[src/rtl/ula_digit_display.sv]
// Two-digit multiplexed seven-segment driver for the ALU digit-pair result.
// Captures units/tens on load, encodes glyphs and alternates common-anode digits.
module ula_digit_display #(
    parameter int unsigned REFRESH_DIV = 50000
) (
    input  logic       clk,
    input  logic       rst,
    input  logic       load,
    input  logic [7:0] units,
    input  logic [7:0] tens,
    output logic       ack,
    output logic [6:0] seg,
    output logic [1:0] an
);

    localparam int unsigned CNT_W = (REFRESH_DIV > 1) ? $clog2(REFRESH_DIV) : 1;
    localparam logic [CNT_W-1:0] CNT_MAX = CNT_W'(REFRESH_DIV - 1);

    localparam logic [6:0] GLYPH_E     = 7'h79;
    localparam logic [6:0] GLYPH_DASH  = 7'h40;
    localparam logic [6:0] GLYPH_BLANK = 7'h00;
    localparam logic [6:0] GLYPH_ZERO  = 7'h3F;

    localparam logic [1:0] AN_UNITS = 2'b10;
    localparam logic [1:0] AN_TENS  = 2'b01;

    function automatic logic [6:0] digit_glyph(input logic [3:0] d);
        logic [6:0] g;
        case (d)
            4'd0:    g = 7'h3F;
            4'd1:    g = 7'h06;
            4'd2:    g = 7'h5B;
            4'd3:    g = 7'h4F;
            4'd4:    g = 7'h66;
            4'd5:    g = 7'h6D;
            4'd6:    g = 7'h7D;
            4'd7:    g = 7'h07;
            4'd8:    g = 7'h7F;
            4'd9:    g = 7'h6F;
            default: g = GLYPH_E;
        endcase
        return g;
    endfunction

    // Full 8-bit compare so any upper bit set falls through to 'E'.
    function automatic logic [6:0] units_glyph(input logic [7:0] v);
        logic [6:0] g;
        if (v > 8'd9) g = GLYPH_E;
        else          g = digit_glyph(v[3:0]);
        return g;
    endfunction

    function automatic logic [6:0] tens_glyph(input logic [7:0] v);
        logic [6:0] g;
        if (v == 8'd0)       g = GLYPH_BLANK;
        else if (v <= 8'd9)  g = digit_glyph(v[3:0]);
        else if (v == 8'd15) g = GLYPH_DASH;
        else                 g = GLYPH_E;
        return g;
    endfunction

    logic [7:0]       u_q, u_d;
    logic [7:0]       t_q, t_d;
    logic [CNT_W-1:0] cnt_q, cnt_d;
    logic             sel_q, sel_d;
    logic             load_q, load_d;
    logic             ack_q, ack_d;
    logic [6:0]       seg_q, seg_d;
    logic [1:0]       an_q, an_d;

    // Next-state: capture, refresh timing and registered display outputs.
    always_comb begin
        u_d    = u_q;
        t_d    = t_q;
        cnt_d  = cnt_q + CNT_W'(1);
        sel_d  = sel_q;
        load_d = load;
        ack_d  = load_q;
        seg_d  = sel_q ? tens_glyph(t_q) : units_glyph(u_q);
        an_d   = sel_q ? AN_TENS : AN_UNITS;

        if (load) begin
            u_d = units;
            t_d = tens;
        end

        if (cnt_q == CNT_MAX) begin
            cnt_d = '0;
            sel_d = ~sel_q;
        end
    end

    always_ff @(posedge clk or posedge rst) begin
        if (rst) begin
            u_q    <= '0;
            t_q    <= '0;
            cnt_q  <= '0;
            sel_q  <= 1'b0;
            load_q <= 1'b0;
            ack_q  <= 1'b0;
            seg_q  <= GLYPH_ZERO;
            an_q   <= AN_UNITS;
        end else begin
            u_q    <= u_d;
            t_q    <= t_d;
            cnt_q  <= cnt_d;
            sel_q  <= sel_d;
            load_q <= load_d;
            ack_q  <= ack_d;
            seg_q  <= seg_d;
            an_q   <= an_d;
        end
    end

    assign ack = ack_q;
    assign seg = seg_q;
    assign an  = an_q;

endmodule

[config.mk]
export PLATFORM = sky130hd
export DESIGN_NAME = ula_digit_display
export DESIGN_NICKNAME = d
export VERILOG_FILES = /design/src/rtl/ula_digit_display.sv
export SDC_FILE = /design/constraint.sdc
export NUM_CORES = 1
export LEC_CHECK = 0
export CAP_MARGIN = 20
export CORE_ASPECT_RATIO = 0.6
export CORE_MARGIN = 2
export CORE_UTILIZATION = 54
export DETAILED_ROUTE_END_ITERATION = 10
export PLACE_DENSITY = 0.78
export SYNTH_ARGS = -nofsm -noshare
export SYNTH_HDL_FRONTEND = slang
export SYNTH_SLANG_ARGS = --single-unit
[constraint.sdc]
create_clock -name clk -period 1.79 [get_ports clk]
set_input_delay 0.537 -clock clk [delete_from_list [all_inputs] [get_ports clk]]
set_output_delay 0.537 -clock clk [all_outputs]
set_load 0.1 [all_outputs]
==> metrics.yaml, run 1 <==
sta:
  finalSetupViolCount: 0
  skew_ns: 0.005542
  finalMaxSlewViolations: 0
  hold_viol_final: 0
  period_needed_ns: 1.703
  fin_crit_sh_pct: 95.12
  fin_hold_ws_ns: 0.3738
  rsz0062_at_grt: "no"
  worst_pin_slew_ns: 0.3517
  fin_setup_tns_ns: 0
  fmax_ghz: 0.5873
  fin_ws_ns: 0.08735
  relSlewSlack_pct: 76.34
routing:
  route.detailed.drc: 0
  drtIter0Drc: 199
  first_pass_iters: 4
  wl_um: 4181
  ant_nets: 0
  vias_per_cell: 5.455
  vias: 1560
  wl_per_cell_um: 14.62
final_layout:
  num_antenna_cells: 0
  final_util_pct: 72.51
  final_nets: 271
  final_area_um2: 2745
  instances_no_fill: 286
  fillers: 291
  area_growth_pct: 25.30
  post_route_cells_drive_above_1_share_pct: 19.67
clock_network:
  hold_buffers: 0
  path_clk_slew_ns: 0.08
  cts_buffers: 5
  cts-root-buf: "clkbuf_8"
  htree_levels: 2
  cts_max_path_buffers: 2
  cts_setup_buffers: 0
  cts_num_sinks: 44
  clock_latency_ns: 0.30
  cts_tree: "done"
place:
  detailedPlace.worstSlack_ns: 0.06090
  gp_congestion: 0.9162
  post-place-cells: 278
  place_hpwl_um: 3050
  port-buffer-count: 28
  placed_cell_area_um2: 2651
die:
  die_w_um: 86.23
  rows: 17
  io_pins: 29
  dieArea_um2: 4600
  core-area_um2: 3786
  start_util_pct: 57.87
  die_h_um: 53.34
global_route:
  grt_first_pass_wirelength_um: 7424
  grt_usage_pct: 22.25
  grt.overflow.total: 0
  antenna_found_initial: 0
  grt_max_degree: 45
  grt_pass1_vias: 1530
hold_path:
  min_path_cells: 0
  hold_start: "ack_d"
  min_path_type: "reg2reg"
run:
  maxCapViolCount: 0
worst_setup_path:
  crit_fanout: 4
  worstSetupEndpointType: "flop"
  cp_num_buf_inv: 0
  crit_family: "simple AND/OR/NAND/NOR gates"
  required_ns: 1.95
  cp-startpoint: "u_q[7]"
  start_kind: "flop"
  path_depth: 4
  crit_slowest_cell: "or4_4"
  r2r_cells: 4
  reg2reg_from: "u_q[7]"
  cpPeakStageDelay_ns: 0.57
  arrival_ns: 1.87
  path_cells: "or4_4 -> a211o_1 -> nor3_1 -> a21oi_1"
  criticalPathCategory: "reg2reg"
pwr:
  ir_worst_vdd_mv: 0.4885
  cellPowerDensity_nw_per_um2: 736.5
  power_mw: 2.022
  p_leak_nw: 1.184
synth:
  syn_area_um2: 2191
  ys_seq_area_share_pct: 50.66
  avgSynthCellArea_um2: 10.58
  yosys_register_bits: 44
  synth_flop_cell: "dfrtp_1"
  yosysWarnings: 0
  synth_cells: 207
  async_flop_share_pct: 100.0
  synth_edf_count: 0
  synth.distinct_cells: 36
  synth_nets: 240
outcome:
  status: "complete, no violations"
worst paths after layout:
check	endpoint	slack [ns]
max	seg[6]	0.09
min in group asynchronous	cnt_q[10]	0.59
min reg2reg	ack	0.37
min	ack	0.37
max reg2reg	seg[6]	0.09
max in group asynchronous	seg[4]	0.93
layout by cell type, fill, tap and decap left out, drive strengths merged, types with 9 or more instances in the layout:
| master | count |
|---|---|
| dfrtp | 37 |
| nor2 | 23 |
| clkdlybuf4s50 | 18 |
| ha | 14 |
| buf | 14 |
| mux2 | 12 |
| nand2 | 11 |
| nor3 | 11 |
| o21ai | 10 |
| inv | 9 |
cells in the mapped netlist, types with 2 or more instances:
| cell type | n | area share (%) |
|---|---|---|
| mux2i_1 | 2 | 0.91 |
| nand2b_1 | 2 | 0.57 |
| dfrtp_1 | 37 | 42 |
| dfstp_2 | 7 | 8.4 |
| nand4_1 | 6 | 1.7 |
| nor2_1 | 22 | 3.8 |
| nand2_1 | 11 | 1.9 |
| o21a_1 | 2 | 0.69 |
| and3_1 | 3 | 0.86 |
| nor3_1 | 10 | 2.3 |
| or4_4 | 2 | 1.0 |
| o22ai_1 | 4 | 1.1 |
| o21ai_0 | 10 | 2.3 |
| xor2_1 | 6 | 2.4 |
| mux2_2 | 12 | 6.2 |
| a21oi_1 | 8 | 1.8 |
| nand3_1 | 7 | 1.6 |
| ha_1 | 14 | 8.0 |
| nor2b_1 | 4 | 1.1 |
| clkbuf_1 | 7 | 1.2 |
| xnor2_1 | 8 | 3.2 |
| inv_1 | 9 | 1.5 |
area by class of cell:
| type | instances | area, um^2 | area share, % |
|---|---|---|---|
| sequential | 44 | 1110 | 40.43 |
| multi-input combinational | 146 | 1013 | 36.92 |
| timing repair buffer | 32 | 435.4 | 15.86 |
| clock buffer | 7 | 86.33 | 3.145 |
| tap | 47 | 58.81 | 2.142 |
| inverter | 9 | 33.78 | 1.231 |
| clock inverter | 1 | 7.507 | 0.2735 |
state kept, by name, indices dropped and copies added (netlist names):
register,cells
cnt_q,16
u_q,8
ack,1
seg,7
t_q,8
sel_q,1
ack_d,1
an,2
what timing repair did:
item	CTS	global route
gates resized for setup	0	2
hold endpoints to repair	0	0
endpoints found under the setup margin	0	2
kinds of logic after synthesis:
kind of cell    count (synthesis)  synth area share [%]
compound gates                 27                 7.196
xor+xnor                       14                 5.597
fa+ha+maj                      14                 7.996
buf+inv                        17                 3.084
flops                          44                 50.66
mux                            14                 7.082
simple gates                   77                 18.39
power breakdown:
group / leakage (nW) / switching (mW) / internal, mW
logic: 0.608 / 0.147 / 0.139
registers: 0.531 / 0.0511 / 1.04
clock network: 0.0445 / 0.334 / 0.314
layer usage:
metal / GRT usage (%) / vias to the layer above / share of wire [%]
met2: 32.30 / 58 / 40
li1: - / 774 / -
met5: 0 / - / 0
met4: 9.115 / 0 / 1.7
met3: 6.396 / 8 / 6.0
met1: 31.37 / 720 / 53
Power figures use the tool's default switching activity.
==> inputs of run 2 (changes only) <==
CORE_ASPECT_RATIO = 1.1   (was 0.6)
==> metrics.yaml, run 2 (synthesis gave the netlist of run 1 again) <==
routing:
  vias: 1544  # was 1560
  ant_nets: 0  # unchanged
  vias_per_cell: 5.288  # was 5.455
  wl_per_cell_um: 13.61  # was 14.62 um
  wl_um: 3975  # was 4181 um
  first_pass_iters: 4  # unchanged
  drtIter0Drc: 75  # was 199
  route.detailed.drc: 0  # unchanged
sta:
  relSlewSlack_pct: 75.79  # was 76.34%
  hold_viol_final: 0  # unchanged
  fin_ws_ns: 0.1250  # was 0.08735 ns
  fmax_ghz: 0.6006  # was 0.5873 GHz
  worst_pin_slew_ns: 0.3598  # was 0.3517 ns
  fin_crit_sh_pct: 93.02  # was 95.12%
  period_needed_ns: 1.665  # was 1.703 ns
  finalSetupViolCount: 0  # unchanged
  fin_hold_ws_ns: 0.3572  # was 0.3738 ns
  skew_ns: 0.002447  # was 0.005542 ns
  rsz0062_at_grt: "no"  # unchanged
  finalMaxSlewViolations: 0  # unchanged
  fin_setup_tns_ns: 0  # unchanged
final_layout:
  num_antenna_cells: 0  # unchanged
  fillers: 290  # was 291
  final_common_cell: "dfrtp_1"  # unchanged
  final_area_um2: 2773  # was 2745 um^2
  final_cell_mix: "dfrtp_1 (37), nor2_1 (22), clkdlybuf4s50_1 (18)"  # unchanged
  final_util_pct: 70.48  # was 72.51%
  final_nets: 272  # was 271
  largest_register_ffs: 16  # unchanged
  area_growth_pct: 26.56  # was 25.30%
  regArea_um2: 1110  # unchanged
  reg.largest.list: "cnt_q (16), t_q (8), u_q (8)"  # unchanged
  post_route_cells_drive_above_1_share_pct: 20.00  # was 19.67%
  top_register: "cnt_q"  # unchanged
  multi_input_area_um2: 1013  # unchanged
  instances_no_fill: 292  # was 286
die:
  rows: 24  # was 17
  start_util_pct: 55.69  # was 57.87%
  die_w_um: 64.73  # was 86.23 um
  die_h_um: 70.81  # was 53.34 um
  io_pins: 29  # unchanged
  core-area_um2: 3934  # was 3786 um^2
  dieArea_um2: 4583  # was 4600 um^2
clock_network:
  path_clk_slew_ns: 0.08  # about the same
  cts_max_path_buffers: 2  # unchanged
  cts_num_sinks: 44  # unchanged
  cts-root-buf: "clkbuf_8"  # unchanged
  htree_levels: 2  # unchanged
  cts_buffers: 5  # unchanged
  cts_tree: "done"  # unchanged
  clock_latency_ns: 0.30  # about the same
  cts_resized: 0  # unchanged
  cts_setup_buffers: 0  # unchanged
  hold_buffers: 0  # unchanged
place:
  detailedPlace.worstSlack_ns: 0.1070  # was 0.06090 ns
  post-place-cells: 284  # was 278
  port-buffer-count: 28  # unchanged
  gp_congestion: 0.8373  # was 0.9162
  placed_cell_area_um2: 2665  # was 2651 um^2
  place_hpwl_um: 2870  # was 3050 um
global_route:
  grt_pass1_vias: 1498  # was 1530
  antenna_found_initial: 0  # unchanged
  grt_first_pass_wirelength_um: 6824  # was 7424 um
  grt.overflow.total: 0  # unchanged
  grt_usage_pct: 19.83  # was 22.25%
  grt_max_degree: 45  # unchanged
worst_setup_path:
  worstSetupEndpointType: "flop"  # unchanged
  criticalPathCategory: "reg2reg"  # unchanged
  crit_fanout: 4  # unchanged
  required_ns: 1.96  # was 1.95 ns
  arrival_ns: 1.84  # was 1.87 ns
  r2r_cells: 4  # unchanged
  start_kind: "flop"  # unchanged
pwr:
  power_mw: 2.112  # was 2.022 mW
  cellPowerDensity_nw_per_um2: 761.6  # was 736.5 nW/um^2
  p_leak_nw: 1.199  # was 1.184 nW
  ir_worst_vdd_mv: 0.5548  # was 0.4885 mV
hold_path:
  min_path_type: "reg2reg"  # unchanged
  min_path_cells: 0  # unchanged
outcome:
  status: "complete, no violations"  # unchanged
run:
  maxCapViolCount: 0  # unchanged
-- run 2: cell types whose count changed in the layout (fill, tap and decap cells not counted), sizes merged --
cell and change:
buf +1, bufinv +1, clkbuf -1, clkinv +1
clkinvlp -1
-- run 2: worst paths after layout --
kind	from	end	slack, ns
min reg2reg	ack_d	ack	0.36
max	u_q[7]	seg[6]	0.12
min in group asynchronous	rst	sel_q	0.59
max in group asynchronous	rst	seg[2]	0.92
min	ack_d	ack	0.36
max reg2reg	u_q[7]	seg[6]	0.12
-- run 2: routing by layer --
metal | GRT usage (%) | share of wire (%) | vias to the layer above
met5 | 0 | 0 | -
met4 | 9.929 | 2.3 | 0
met3 | 5.405 | 3.4 | 8
met2 | 31.84 | 49 | 32
met1 | 24.65 | 46 | 732
li1 | - | - | 772
-- run 2: worst max-delay path, cell delays in order, from the launching register on --
cell,delay (ns)
dfrtp_1,0.39
or4_4,0.56
a211o_1,0.30
nor3_1,0.23
a21oi_1,0.06
-- run 2: where the power goes --
part           switching (mW)  internal (mW)
Sequential             0.0504           1.04
Combinational           0.145          0.139
Clock                   0.326          0.414
Total                   0.521           1.59
-- run 2: cell type report --
| type | instances | area share, % |
|---|---|---|
| inverter | 9 | 1.218 |
| sequential | 44 | 40.03 |
| clock buffer | 6 | 2.617 |
| tap | 52 | 2.347 |
| timing repair buffer | 33 | 15.97 |
| clock inverter | 2 | 1.264 |
| multi-input combinational | 146 | 36.55 |
